### src/rtl/sensor_input_hub_if.sv
// CPU-side memory-mapped read port of the sensor input hub.
// The hub is the slave; the processor (or a bench) drives it as master.
interface sensor_input_hub_if;
    logic        rd_en;
    logic [3:0]  rd_addr;
    logic [31:0] rd_data;

    modport master (output rd_en, output rd_addr, input rd_data);
    modport slave  (input rd_en, input rd_addr, output rd_data);
endinterface

### src/rtl/sensor_input_hub.sv
// Sensor front end: decimated moving-average accelerometer channels, debounced
// buttons with sticky press flags, and a registered CPU read port.
module sensor_input_hub #(
    parameter int NUM_AXES        = 2,
    parameter int RAW_WIDTH       = 9,
    parameter int AVG_LOG2        = 2,
    parameter int SAMPLE_DIV      = 50000,
    parameter int NUM_BUTTONS     = 4,
    parameter int DEBOUNCE_CYCLES = 1000
) (
    input  logic                          clock_i,
    input  logic                          reset_ni,
    input  logic [NUM_AXES*RAW_WIDTH-1:0] axis_raw_i,
    input  logic [NUM_BUTTONS-1:0]        btn_raw_i,
    output logic [NUM_AXES*32-1:0]        axis_out_o,
    output logic [NUM_BUTTONS-1:0]        btn_level_o,
    output logic                          sample_tick_o,
    sensor_input_hub_if.slave             rd_bus
);
    localparam int DEPTH = 1 << AVG_LOG2;
    localparam int PTR_W = (AVG_LOG2 > 0) ? AVG_LOG2 : 1;
    localparam int SUM_W = RAW_WIDTH + AVG_LOG2;
    localparam int DIV_W = (SAMPLE_DIV > 1) ? $clog2(SAMPLE_DIV) : 1;
    localparam int DB_W  = (DEBOUNCE_CYCLES > 1) ? $clog2(DEBOUNCE_CYCLES) : 1;

    localparam logic [DIV_W-1:0] DIV_LAST = DIV_W'(SAMPLE_DIV - 1);
    localparam logic [PTR_W-1:0] PTR_LAST = PTR_W'(DEPTH - 1);
    localparam logic [DB_W-1:0]  DB_LAST  = DB_W'(DEBOUNCE_CYCLES - 1);

    logic [DIV_W-1:0]       div_cnt_q, div_cnt_d;
    logic                   tick_q, tick_d;
    logic [PTR_W-1:0]       wptr_q, wptr_d;
    logic [NUM_BUTTONS-1:0] sync1_q, sync2_q;
    logic [NUM_BUTTONS-1:0] btn_level_q, btn_level_d;
    logic [NUM_BUTTONS-1:0] flags_q, flags_d, clear_mask;
    logic [31:0]            rd_data_q, rd_data_d;
    logic [31:0]            axis_word [NUM_AXES];

    // The tick is registered so it stays low in reset even when SAMPLE_DIV is 1.
    always_comb begin
        div_cnt_d = (div_cnt_q == DIV_LAST) ? '0 : div_cnt_q + 1'b1;
        tick_d    = (div_cnt_d == DIV_LAST);
        wptr_d    = wptr_q;
        if (tick_q) begin
            wptr_d = (wptr_q == PTR_LAST) ? '0 : wptr_q + 1'b1;
        end
    end

    genvar gi;
    generate
        for (gi = 0; gi < NUM_AXES; gi++) begin : g_axis
            logic signed [RAW_WIDTH-1:0] hist_q [DEPTH];
            logic signed [RAW_WIDTH-1:0] sample, oldest;
            logic signed [SUM_W-1:0]     sample_x, oldest_x, sum_q, sum_d, avg;
            logic signed [31:0]          avg_x, axis_q;

            assign sample   = axis_raw_i[gi*RAW_WIDTH +: RAW_WIDTH];
            assign oldest   = hist_q[wptr_q];
            assign sample_x = sample;
            assign oldest_x = oldest;
            assign sum_d    = sum_q - oldest_x + sample_x;
            // Arithmetic shift floors toward minus infinity for negative sums.
            assign avg      = sum_d >>> AVG_LOG2;
            assign avg_x    = avg;

            always_ff @(posedge clock_i or negedge reset_ni) begin
                if (!reset_ni) begin
                    sum_q  <= '0;
                    axis_q <= '0;
                    for (int i = 0; i < DEPTH; i++) begin
                        hist_q[i] <= '0;
                    end
                end else if (tick_q) begin
                    hist_q[wptr_q] <= sample;
                    sum_q          <= sum_d;
                    axis_q         <= avg_x;
                end
            end

            assign axis_out_o[gi*32 +: 32] = axis_q;
            assign axis_word[gi]           = axis_q;
        end

        for (gi = 0; gi < NUM_BUTTONS; gi++) begin : g_btn
            logic [DB_W-1:0] cnt_q, cnt_d;
            logic            lvl_d;

            // Any cycle agreeing with the current level restarts the count.
            always_comb begin
                cnt_d = '0;
                lvl_d = btn_level_q[gi];
                if (sync2_q[gi] != btn_level_q[gi]) begin
                    if (cnt_q == DB_LAST) begin
                        lvl_d = sync2_q[gi];
                    end else begin
                        cnt_d = cnt_q + 1'b1;
                    end
                end
            end

            always_ff @(posedge clock_i or negedge reset_ni) begin
                if (!reset_ni) begin
                    cnt_q <= '0;
                end else begin
                    cnt_q <= cnt_d;
                end
            end

            assign btn_level_d[gi] = lvl_d;
        end
    endgenerate

    // A press landing on the same edge as a clearing read survives the clear.
    always_comb begin
        clear_mask = (rd_bus.rd_en && rd_bus.rd_addr == 4'd9) ? flags_q : '0;
        flags_d    = (flags_q & ~clear_mask) | (btn_level_d & ~btn_level_q);
    end

    always_comb begin
        rd_data_d = rd_data_q;
        if (rd_bus.rd_en) begin
            rd_data_d = '0;
            case (rd_bus.rd_addr)
                4'd8:    rd_data_d = 32'(btn_level_q);
                4'd9:    rd_data_d = 32'(flags_q);
                4'd10:   rd_data_d = {16'd0, 8'(NUM_BUTTONS), 8'(NUM_AXES)};
                default: begin
                    for (int k = 0; k < NUM_AXES; k++) begin
                        if (rd_bus.rd_addr == 4'(k)) begin
                            rd_data_d = axis_word[k];
                        end
                    end
                end
            endcase
        end
    end

    always_ff @(posedge clock_i or negedge reset_ni) begin
        if (!reset_ni) begin
            div_cnt_q   <= '0;
            tick_q      <= 1'b0;
            wptr_q      <= '0;
            sync1_q     <= '0;
            sync2_q     <= '0;
            btn_level_q <= '0;
            flags_q     <= '0;
            rd_data_q   <= '0;
        end else begin
            div_cnt_q   <= div_cnt_d;
            tick_q      <= tick_d;
            wptr_q      <= wptr_d;
            sync1_q     <= btn_raw_i;
            sync2_q     <= sync1_q;
            btn_level_q <= btn_level_d;
            flags_q     <= flags_d;
            rd_data_q   <= rd_data_d;
        end
    end

    assign btn_level_o    = btn_level_q;
    assign sample_tick_o  = tick_q;
    assign rd_bus.rd_data = rd_data_q;
endmodule

### src/flat_wrapper.sv
// flat-port wrapper written by rule: the top's interface ports become plain ports
module sensor_input_hub_flat 
#(
    parameter int NUM_AXES        = 2,
    parameter int RAW_WIDTH       = 9,
    parameter int AVG_LOG2        = 2,
    parameter int SAMPLE_DIV      = 50000,
    parameter int NUM_BUTTONS     = 4,
    parameter int DEBOUNCE_CYCLES = 1000
)
  (clock_i, reset_ni, axis_raw_i, btn_raw_i, axis_out_o, btn_level_o, sample_tick_o, rd_bus_rd_en, rd_bus_rd_addr, rd_bus_rd_data);
  sensor_input_hub_if rd_bus_i ();
  input  logic clock_i;
  input  logic reset_ni;
  input  logic [NUM_AXES*RAW_WIDTH-1:0] axis_raw_i;
  input  logic [NUM_BUTTONS-1:0] btn_raw_i;
  output logic [NUM_AXES*32-1:0] axis_out_o;
  output logic [NUM_BUTTONS-1:0] btn_level_o;
  output logic sample_tick_o;
  input wire logic [$bits(rd_bus_i.rd_en)-1:0] rd_bus_rd_en;
  input wire logic [$bits(rd_bus_i.rd_addr)-1:0] rd_bus_rd_addr;
  output wire logic [$bits(rd_bus_i.rd_data)-1:0] rd_bus_rd_data;
  assign rd_bus_i.rd_en = rd_bus_rd_en;
  assign rd_bus_i.rd_addr = rd_bus_rd_addr;
  assign rd_bus_rd_data = rd_bus_i.rd_data;
  sensor_input_hub #(.NUM_AXES(NUM_AXES), .RAW_WIDTH(RAW_WIDTH), .AVG_LOG2(AVG_LOG2), .SAMPLE_DIV(SAMPLE_DIV), .NUM_BUTTONS(NUM_BUTTONS), .DEBOUNCE_CYCLES(DEBOUNCE_CYCLES)) u_core (.clock_i(clock_i), .reset_ni(reset_ni), .axis_raw_i(axis_raw_i), .btn_raw_i(btn_raw_i), .axis_out_o(axis_out_o), .btn_level_o(btn_level_o), .sample_tick_o(sample_tick_o), .rd_bus(rd_bus_i));
endmodule
### config.mk
export PLATFORM = sky130hd
export DESIGN_NAME = sensor_input_hub_flat
export DESIGN_NICKNAME = d
export VERILOG_FILES = /design/src/rtl/sensor_input_hub_if.sv /design/src/rtl/sensor_input_hub.sv /design/src/flat_wrapper.sv
export SDC_FILE = /design/constraint.sdc
export NUM_CORES = 1
export LEC_CHECK = 0
export BUFFER_PORTS_ARGS = -buffer_cell sky130_fd_sc_hd__buf_2
export CAP_MARGIN = 20
export CELL_PAD_IN_SITES_DETAIL_PLACEMENT = 1
export CELL_PAD_IN_SITES_GLOBAL_PLACEMENT = 1
export CORE_AREA = 5 5 194 159
export CTS_CLUSTER_DIAMETER = 80
export DETAILED_ROUTE_END_ITERATION = 16
export DIE_AREA = 0 0 199 164
export HOLD_SLACK_MARGIN = 0.05
export PLACE_DENSITY_LB_ADDON = 0.12
export SETUP_SLACK_MARGIN = 0.2
export SLEW_MARGIN = 20
export SYNTH_ARGS = -nofsm -noshare
export SYNTH_HDL_FRONTEND = slang
export SYNTH_SLANG_ARGS = --single-unit
### constraint.sdc
create_clock -name clock_i -period 4.1 [get_ports clock_i]
set_input_delay 0.205 -clock clock_i [delete_from_list [all_inputs] [get_ports clock_i]]
set_output_delay 0.205 -clock clock_i [all_outputs]
set_load 0.02 [all_outputs]
==> results of run 1 <==
logic make-up after synthesis:
kind of cell	Yosys count	share of synthesized area, %
AND/OR/NAND/NOR	274	13.12
buffers and inverters	205	11.11
multiplexers	54	8.005
AO/OA/AOI/OAI	145	8.423
XOR/XNOR	64	5.683
flip-flops	179	45.41
adder cells (fa/ha/maj)	53	8.246
path summary, 6_finish.rpt:
check / from / to / slack, ns / depth (start not counted)
worst max-delay path: u_core.wptr_q[0]$_DFFE_PN0P_ / u_core.g_axis[1].axis_q[8]$_DFFE_PN0P_ / 0.54 / 11
worst min-delay path: axis_raw_i[0] / u_core.g_axis[0].hist_q[27]$_DFFE_PN0P_ / 0.07 / 2
worst max register to register: u_core.wptr_q[0]$_DFFE_PN0P_ / u_core.g_axis[1].axis_q[8]$_DFFE_PN0P_ / 0.54 / 11
worst min register to register: u_core.sync1_q[3]$_DFF_PN0_ / u_core.sync2_q[3]$_DFF_PN0_ / 0.35 / 0
max in group asynchronous: reset_ni / u_core.g_axis[1].hist_q[32]$_DFFE_PN0P_ / 2.69 / 3
min in group asynchronous: reset_ni / u_core.g_btn[1].cnt_q[8]$_DFF_PN0_ / 0.50 / 2
area by class of cell:
type | instances | area share, %
flip-flops and latches | 179 | 40.67
multi-input cells | 590 | 38.97
well taps | 377 | 4.283
clock inverters | 8 | 1.375
repair buffers | 144 | 7.282
inverters | 93 | 3.170
clock buffers | 23 | 4.249
per-layer routing:
layer  track usage, %  part of all wire, %
met5                0                    0
met4            3.511                  1.1
met3            2.933                  4.7
met2            22.01                   41
met1            22.99                   53
through the flow:
step / cell area, µm² / power (mW) / worst slack (ns) / utilization [%] / instances
2_1_floorplan: 9863 / 2.168 / 0.3232 / - / 974
3_3_place_gp: 10310 / 2.269 / 0.5843 / 35.91 / 1376
3_5_place_dp: 10330 / 2.273 / 0.4825 / 35.96 / 1377
4_1_cts: 11010 / 4.067 / 0.4500 / 38.32 / 1414
5_1_grt: 11010 / 4.187 / 0.2789 / 38.34 / 1414
6_report: 11010 / 3.992 / 0.5437 / 38.34 / 1414
registers in the layout (all words and copies together) (netlist names):
signal                 count
u_core.div_cnt_q          16
u_core.g_axis.axis_q      18
u_core.wptr_q              2
u_core.sync2_q             4
u_core.btn_level_o         4
u_core.g_axis.sum_q        4
u_core.g_axis.hist_q      72
u_core.flags_q             4
u_core.g_btn.cnt_q        40
u_core.sample_tick_o       1
u_core.rd_bus.rd_data     10
u_core.sync1_q             4
cells in the final DEF, fill, tap and decap left out, types with 18 or more instances in the layout:
master	count
nand3_1	21
inv_1	93
fa_1	20
dfrtp_1	179
buf_2	128
mux2_2	19
nor2_1	67
xnor2_1	34
xor2_1	30
mux4_2	18
ha_1	33
a21oi_1	20
nand2_1	111
o21ai_0	93
what timing repair did:
action | in CTS | in global routing
hold endpoints to repair | 117 | 0
hold buffers | 6 | 0
gates resized for setup | 0 | 1
setup endpoints to repair | 0 | 1
critical path: cells and delay by family, from the launching register on:
kind	cells	cell delay, ns
buffers and inverters	2	0.25
DFF	1	0.42
xor gates and xnor gates	1	0.15
muxes	2	0.77
adders and majority gates	2	0.84
and+or+nand+nor	1	0.12
AOI/OAI and AO/OA	3	0.93
power breakdown:
group | internal (mW) | leakage, nW | switching, mW
Clock | 1.05 | 0.290 | 0.703
Sequential | 1.80 | 2.01 | 0.0305
Combinational | 0.146 | 3.03 | 0.262
==> out/results.ini, run 1 <==
[run_status]
status=finished clean

[logic_synthesis]
ys_warn_count=0
synth.distinct_cells=53
synth_top_cell_by_area=dfrtp_1
yosys_register_bits=179
yosysMostFrequentCell=dfrtp_1
synth_ff_type=dfrtp_1
syn_area_per_cell_um2=10.13
netlist.area_leader.share_pct=45.41
seq_area_frac_synth_pct=45.41
synth_area_um2=9863
synth_edf_count=0
syn-num-nets=1056
ys_top_cells_by_area=dfrtp_1, buf_4, o21ai_0
synthTopCellsByCount=dfrtp_1, nand2_1, inv_1, o21ai_0, buf_4
synthCells=974
async_flop_share_pct=100.0

[drt]
drc=0
drt_iter0_drc=274
finalWirelength_um=23540
wire_per_inst_um=16.65
ant_nets=0
dr.pass1.iters=4
vias_per_cell=4.758
vias=6728

[finish]
area.sequential_um2=4479
final.fill_count=3270
layout-drive-gt1-share_pct=20.44
synthToLayoutAreaGrowth_pct=11.66
diodes=0
multiInputGateArea_um2=4292
final_net_count=1107

[timing]
whs_ns=0.06654
period_share_pct=86.74
setup_violations=0
finalHoldViolations=0
tns_ns=0
drv_slew=0
fmax_mhz=281.2
relSlewSlack_pct=35.75
worst_pin_slew_ns=0.9637
grt_setup_unrepaired=false
fin_crit_ns=3.556
fin_skew_ns=0.01390

[critical_path]
critPathSlowestCell=mux4_2
worstPathMaxFanout=6
crit_path_end_kind=flip-flop
cp_cell_sequence=buf_4 -> mux4_2 -> fa_1 -> inv_1 -> ha_1 -> a211oi_1 -> nor2_1 -> o41a_1 -> o41ai_2 -> mux2i_1 -> xor2_1
critPathMaxStageDelay_ns=0.52
crit_type=flip-flop to flip-flop
required_ns=4.45
start_kind=flip-flop
crit_arrival_ns=3.90

[floorplan]
die_h_um=164
io_pins=130
die_area_um2=32640
initial_utilization_pct=34.33
die_w_um=199
core_region_area_um2=28730
rows=56

[clock_network]
numCtsBuffers=17
clkLatencyLatePin_ns=0.44
clockBufferDepth=2
root_buffer=clkbuf_16
clkSlewWorstSetupHoldPaths_ns=0.07
cts.sinks=179
post_cts_buffers=0
cts_tree=yes
htreeDepth=4

[global_route]
grt_pass1_vias=6874
antenna_found_initial=0
grt_max_degree=114
groute.usage.overall_pct=15.05
grt_pass1_wl_um=38590
gr-total-overflow=0

[placement]
hpwlAfterDp_um=17390
numPortBuffers=129
gp_congestion=0.7396

[pwr]
p_per_area_nw_per_um2=362.5
ir_worst_vdd_mv=0.2517
power.leakage_nw=5.326

[worst_hold_path]
hp-class=primary input to flip-flop

[job]
maxCapViolations=0

No activity file was read; power rests on OpenSTA's default activity.
==> inputs of run 2 (changes only) <==
- ABC_AREA: default -> 1
- CORE_AREA: 5 5 194 159 -> 5 5 196 160
- CTS_CLUSTER_SIZE: default -> 12
- DIE_AREA: 0 0 199 164 -> 0 0 201 165
- clock period: 4.1 -> 3.1 ns (I/O delays scaled with it)
==> run 2 against run 1 <==
Critical endpoint is now u_core.g_axis[0].axis_q[7]$_DFFE_PN0P_. Count of clock-buffer cells in the layout shrank 3. First-iteration DRC count grew 22%. Final area grew 4.0%.
==> out/results.ini, run 2 <==
[run_status]
status=finished clean

[floorplan]
rows=56  ; unchanged
initial_utilization_pct=34.76  ; +0.43 points
core_region_area_um2=29080  ; +1.2%
io_pins=130  ; unchanged
die_h_um=165  ; +0.61%
die_w_um=201  ; +1.0%
die_area_um2=33170  ; +1.6%

[timing]
drv_slew=0  ; unchanged
period_share_pct=87.37  ; +0.63 points
grt_setup_unrepaired=true
setup_violations=0  ; unchanged
fin_crit_ns=2.708  ; -0.8479 ns
fmax_mhz=369.2  ; +31%
fin_skew_ns=0.01680  ; +0.002907 ns
finalHoldViolations=0  ; unchanged
worst_pin_slew_ns=0.7384  ; -0.2253 ns
relSlewSlack_pct=50.77  ; +15 points
tns_ns=0  ; unchanged

[clock_network]
clkLatencyLatePin_ns=0.45  ; about the same
cts_tree=yes
clockBufferDepth=2  ; unchanged
clkSlewWorstSetupHoldPaths_ns=0.07  ; about the same
numCtsBuffers=17  ; unchanged
root_buffer=clkbuf_16
htreeDepth=4  ; unchanged
cts.sinks=179  ; unchanged
post_cts_buffers=0  ; unchanged

[global_route]
grt_pass1_vias=8373  ; +22%
gr-total-overflow=0  ; unchanged
groute.usage.overall_pct=16.83  ; +1.8 points
antenna_found_initial=0  ; unchanged
grt_pass1_wl_um=44920  ; +16%
grt_max_degree=84  ; -26%

[logic_synthesis]
ys_warn_count=0  ; unchanged
ys_top_cells_by_area=dfrtp_1, nand2_1, o21ai_0
synthCells=1257  ; +29%
yosysMostFrequentCell=nand2_1
syn-num-nets=1339  ; +27%
async_flop_share_pct=100.0  ; unchanged
synth_top_cell_by_area=dfrtp_1
seq_area_frac_synth_pct=44.32  ; -1.1 points
synthTopCellsByCount=nand2_1, dfrtp_1, inv_1
synth_area_um2=10110  ; +2.5%
syn_area_per_cell_um2=8.041  ; -21%
synth_ff_type=dfrtp_1
yosys_register_bits=179  ; unchanged
synth_edf_count=0  ; unchanged
synth.distinct_cells=36  ; -32%
netlist.area_leader.share_pct=44.32  ; -1.1 points

[pwr]
p_per_area_nw_per_um2=437.6  ; +21%
power.leakage_nw=5.760  ; +8.2%
comb_power_share_pct=9.4  ; -0.8 points
clkPwrFrac_pct=42.9  ; -1.1 points
power.switching_mw=1.331  ; +34%
ir_worst_vdd_mv=0.3604  ; +43%
intPower_mw=3.682  ; +23%
seqPwrFrac_pct=47.7  ; +1.9 points
power_mw=5.014  ; +26%
switching_share_pct=26.56  ; +1.6 points

[drt]
finalWirelength_um=27350  ; +16%
ant_nets=0  ; unchanged
drc=0  ; unchanged
drt_iter0_drc=334  ; +22%
vias_per_cell=4.763  ; +0.11%
dr.pass1.iters=4  ; unchanged
wire_per_inst_um=15.99  ; -3.9%
vias=8145  ; +21%

[finish]
layout-drive-gt1-share_pct=16.73  ; -3.7 points
reg_top3=u_core.g_axis.hist_q x72, u_core.g_btn.cnt_q x40, u_core.g_axis.axis_q x18
design_area_um2=11460  ; +4.0%
largest_reg_flops=72  ; unchanged
final_net_count=1403  ; +27%
synthToLayoutAreaGrowth_pct=13.36
final_cell_mix=nand2_1, dfrtp_1, inv_1, o21ai_0, buf_2
final_common_cell=nand2_1
diodes=0  ; unchanged
top_register=u_core.g_axis.hist_q

[critical_path]
crit_arrival_ns=3.02  ; -0.88 ns
worstPathMaxFanout=17  ; +11
required_ns=3.41  ; -1.04 ns
start_kind=flip-flop
r2r_setup_slack_ns=0.39  ; -0.15 ns
crit_type=flip-flop to flip-flop
crit_path_end_kind=flip-flop

[placement]
hpwlAfterDp_um=20390  ; +17%
numPortBuffers=129  ; unchanged
gp_congestion=0.8493  ; +15%
place_area_um2=10680  ; +3.4%

[job]
maxCapViolations=0  ; unchanged

[worst_hold_path]
hp-class=primary input to flip-flop

run 2: worst max-delay path: stages (launching register included):
cell and delay, ns:
dfrtp_1 0.40, clkinv_2 0.12, buf_12 0.17, o21ai_0 0.15, o22ai_1 0.13, fa_1 0.49
inv_1 0.04, ha_1 0.41, nand2_1 0.13, nor2_2 0.14, nand3_1 0.12, nand3_1 0.11
nand2_1 0.05, nand3_1 0.06, o21ai_0 0.07
run 2: metrics by stage:
stage          instances  setup slack [ns]  utilization (%)  hold WS, ns
2_1_floorplan       1257            0.3085                -      -0.1406
3_3_place_gp        1670            0.2235            36.74       0.2639
3_5_place_dp        1670            0.1826            36.74       0.2660
4_1_cts             1710            0.2411            38.98      0.05773
5_1_grt             1710            0.1418            39.40       0.1016
6_report            1710            0.3916            39.40      0.07354
run 2: power by group through the flow:
| stage | Clock, mW | Combinational [mW] | Sequential, mW |
|---|---|---|---|
| final | 2.15 | 0.471 | 2.39 |
| after CTS | 2.22 | 0.461 | 2.39 |
| after global routing | 2.32 | 0.542 | 2.40 |
| after detailed placement | 0 | 0.450 | 2.44 |
| after floorplan | 0 | 0.276 | 2.45 |
| after global placement | 0 | 0.445 | 2.44 |
run 2: kinds of logic (layout without fill, tap and decap cells):
family	Yosys count	count (layout)	synth area share [%]
AO/OA/AOI/OAI	229	229	12.11
XOR/XNOR	20	20	1.733
adder cells (fa/ha/maj)	53	53	8.047
buffers and inverters	289	365	13.95
flip-flops	179	179	44.32
AND/OR/NAND/NOR	487	487	19.84
run 2: final timing paths:
check                                        startpoint                                       to  cells after the start
hold / removal                        rd_bus_rd_addr[2]    u_core.rd_bus.rd_data[10]$_DFFE_PN0P_                      4
min in group asynchronous                      reset_ni  u_core.g_axis[0].hist_q[28]$_DFFE_PN0P_                      2
setup reg to reg           u_core.wptr_q[0]$_DFFE_PN0P_   u_core.g_axis[0].axis_q[7]$_DFFE_PN0P_                     14
max in group asynchronous                      reset_ni   u_core.g_axis[1].hist_q[2]$_DFFE_PN0P_                      3
setup / recovery           u_core.wptr_q[0]$_DFFE_PN0P_   u_core.g_axis[0].axis_q[7]$_DFFE_PN0P_                     14
hold reg to reg             u_core.sync1_q[2]$_DFF_PN0_              u_core.sync2_q[2]$_DFF_PN0_                      0
run 2: layer usage:
metal | vias up | share of wire [%] | routed length (µm) | track usage (%)
met5 | - | 0 | 0 | 0
met4 | 0 | 0.67 | 184 | 3.721
met3 | 13 | 2.8 | 763 | 3.004
met2 | 97 | 46 | 12570 | 26.87
met1 | 3975 | 51 | 13830 | 24.08
li1 | 4060 | - | - | -
run 2: cell type report:
class                   instances  area [µm²]
fillers                      3545       17620
flip-flops and latches        179        4479
multi-input cells             789        4333
repair buffers                161       962.2
inverters                     173       650.6
well taps                     377       471.7
clock buffers                  20       456.7
clock inverters                11       103.9
run 2: repair_timing:
item                       CTS  global route
hold endpoints to repair    93             0
hold buffers                 9             0
setup endpoints to repair    2            14
gates resized for setup      2            39
pin swaps                    0             3
==> inputs of run 3 (changes only) <==
- CTS_BUF_LIST: default -> sky130_fd_sc_hd__clkbuf_4 sky130_fd_sc_hd__clkbuf_8
==> run 3 against run 2 <==
Cell count grew 0.70%. Fmax shrank 0.96%. Die area is the same. Count of clock-buffer cells in the layout is the same. Clock power shrank 25%. Total power shrank 11%. First-iteration DRC count grew 1.8%. Combinational power grew 3%. Critical endpoint is now u_core.g_axis[0].axis_q[4]$_DFFE_PN0P_. Largest power group unchanged.
==> out/results.ini, run 3 (synthesis gave the netlist of run 2 again) <==
[timing]
fin_crit_ns=2.735  ; +0.02626 ns
setup_violations=0  ; unchanged
relSlewSlack_pct=50.82  ; about the same
drv_slew=0  ; unchanged
tns_ns=0  ; unchanged
fmax_mhz=365.7  ; -0.96%
fin_skew_ns=0.01763  ; +0.0008247 ns
grt_setup_unrepaired=true
finalHoldViolations=0  ; unchanged
period_share_pct=88.21  ; +0.85 points
whs_ns=0.07102  ; -0.002526 ns
worst_pin_slew_ns=0.7378  ; -0.0006297 ns

[floorplan]
rows=56  ; unchanged
io_pins=130  ; unchanged
die_h_um=165  ; unchanged
initial_utilization_pct=34.76  ; unchanged
die_area_um2=33170  ; unchanged
die_w_um=201  ; unchanged
core_region_area_um2=29080  ; unchanged

[global_route]
antenna_found_initial=0  ; unchanged
grt_pass1_wl_um=45000  ; +0.18%
groute.usage.overall_pct=16.86  ; +0.037 points
grt_pass1_vias=8423  ; +0.60%
gr-total-overflow=0  ; unchanged
grt_max_degree=84  ; unchanged

[pwr]
seqPwrFrac_pct=53.3  ; +5.6 points
power.leakage_nw=5.716  ; -0.77%
power.switching_mw=1.257  ; -5.6%
switching_share_pct=28.01  ; +1.4 points
p_per_area_nw_per_um2=393.2  ; -10%
intPower_mw=3.230  ; -12%
ir_worst_vdd_mv=0.2510  ; -30%
comb_power_share_pct=10.9  ; +1.5 points
clkPwrFrac_pct=35.8  ; -7.1 points

[critical_path]
crit_arrival_ns=3.08  ; +0.06 ns
crit_path_end_kind=flip-flop
required_ns=3.44  ; +0.03 ns
worstPathMaxFanout=17  ; unchanged
crit_type=flip-flop to flip-flop
start_kind=flip-flop

[finish]
post_layout_nonfiller_instances=1722  ; +0.70%
synthToLayoutAreaGrowth_pct=12.91
layout-drive-gt1-share_pct=17.03  ; +0.30 points
final_core_util_pct=39.25  ; -0.15 points
diodes=0  ; unchanged
top_register=u_core.g_axis.hist_q
largest_reg_flops=72  ; unchanged
final.fill_count=3572  ; +0.76%
final_cell_mix=nand2_1, dfrtp_1, inv_1, o21ai_0, buf_2
reg_top3=u_core.g_axis.hist_q x72, u_core.g_btn.cnt_q x40, u_core.g_axis.axis_q x18
final_common_cell=nand2_1
final_net_count=1415  ; +0.86%

[drt]
finalWirelength_um=27520  ; +0.62%
wire_per_inst_um=15.98  ; about the same
drc=0  ; unchanged
drt_iter0_drc=340  ; +1.8%
vias=8182  ; +0.45%
dr.pass1.iters=5  ; +1
ant_nets=0  ; unchanged
vias_per_cell=4.751  ; -0.25%

[clock_network]
numCtsBuffers=17  ; unchanged
clkLatencyLatePin_ns=0.48  ; +0.03 ns
clkSlewWorstSetupHoldPaths_ns=0.10  ; +0.03 ns
post_cts_buffers=0  ; unchanged
root_buffer=clkbuf_8
clockBufferDepth=2  ; unchanged
cts.sinks=179  ; unchanged
htreeDepth=4  ; unchanged
cts_tree=yes

[placement]
dpl.cell_count=1670  ; unchanged
gp_congestion=0.8493  ; unchanged
numPortBuffers=129  ; unchanged
hpwlAfterDp_um=20390  ; unchanged

[worst_hold_path]
hp-class=primary input to flip-flop

[run_status]
status=finished clean

[job]
maxCapViolations=0  ; unchanged

[run 3: worst max-delay path, cell delays in order (launching register included)]
cell and delay, ns:
dfrtp_1 0.41, clkinv_2 0.12, buf_12 0.17, o21ai_0 0.16, o22ai_1 0.11, fa_1 0.49, inv_1 0.04, ha_1 0.37
nand2_1 0.12, o21ai_2 0.15, buf_4 0.13, nand2_1 0.04, nand2_1 0.06, a21oi_1 0.06, o21ai_0 0.08, o21ai_0 0.10
[run 3: routing by layer]
layer	share of wire, %	global-route usage [%]	up-vias
li1	-	-	4085
met1	50	23.92	3998
met2	46	27.21	83
met3	2.7	3.102	16
met4	0.85	3.533	0
met5	0	0	-
[run 3: path summary, 6_finish.rpt]
check,end,cells past startpoint,slack (ns),startpoint
max reg2reg,u_core.g_axis[0].axis_q[4]$_DFFE_PN0P_,15,0.37,u_core.wptr_q[0]$_DFFE_PN0P_
max,u_core.g_axis[0].axis_q[4]$_DFFE_PN0P_,15,0.37,u_core.wptr_q[0]$_DFFE_PN0P_
max in group asynchronous,u_core.g_btn[3].cnt_q[8]$_DFF_PN0_,3,1.93,reset_ni
min in group asynchronous,u_core.g_axis[0].hist_q[28]$_DFFE_PN0P_,2,0.30,reset_ni
min,u_core.g_axis[0].hist_q[23]$_DFFE_PN0P_,3,0.07,axis_raw_i[5]
min reg2reg,u_core.sync2_q[2]$_DFF_PN0_,0,0.34,u_core.sync1_q[2]$_DFF_PN0_
[run 3: power groups by stage]
stage / logic [mW] / registers (mW) / clock network (mW)
final: 0.487 / 2.39 / 1.61
after global routing: 0.559 / 2.40 / 1.77
after CTS: 0.473 / 2.39 / 1.68
after detailed placement: 0.450 / 2.44 / 0
after global placement: 0.445 / 2.44 / 0
after floorplan: 0.276 / 2.45 / 0
[run 3: stage by stage]
| step | setup WS [ns] | area [µm²] | power, mW |
|---|---|---|---|
| 5_1_grt | 0.1059 | 11410 | 4.729 |
| 3_5_place_dp | 0.1826 | 10680 | 2.889 |
| 2_1_floorplan | 0.3085 | 10110 | 2.725 |
| 3_3_place_gp | 0.2235 | 10680 | 2.882 |
| 6_report | 0.3653 | 11410 | 4.487 |
| 4_1_cts | 0.2184 | 11270 | 4.544 |
[run 3: layout make-up]
cell class	instances	area, µm²	area share, %
Clock inverter	11	103.9	0.9100
Sequential cell	179	4479	39.25
Inverter	173	650.6	5.701
Timing Repair Buffer	173	1082	9.484
Multi-Input combinational cell	789	4355	38.16
Tap cell	377	471.7	4.133
Clock buffer	20	269.0	2.357
[run 3: what timing repair did]
item / CTS / global route
pin swaps: 0 / 4
endpoints found under the hold margin: 136 / 0
gates resized for setup: 3 / 47
endpoints found under the setup margin: 6 / 14
hold buffers: 21 / 0
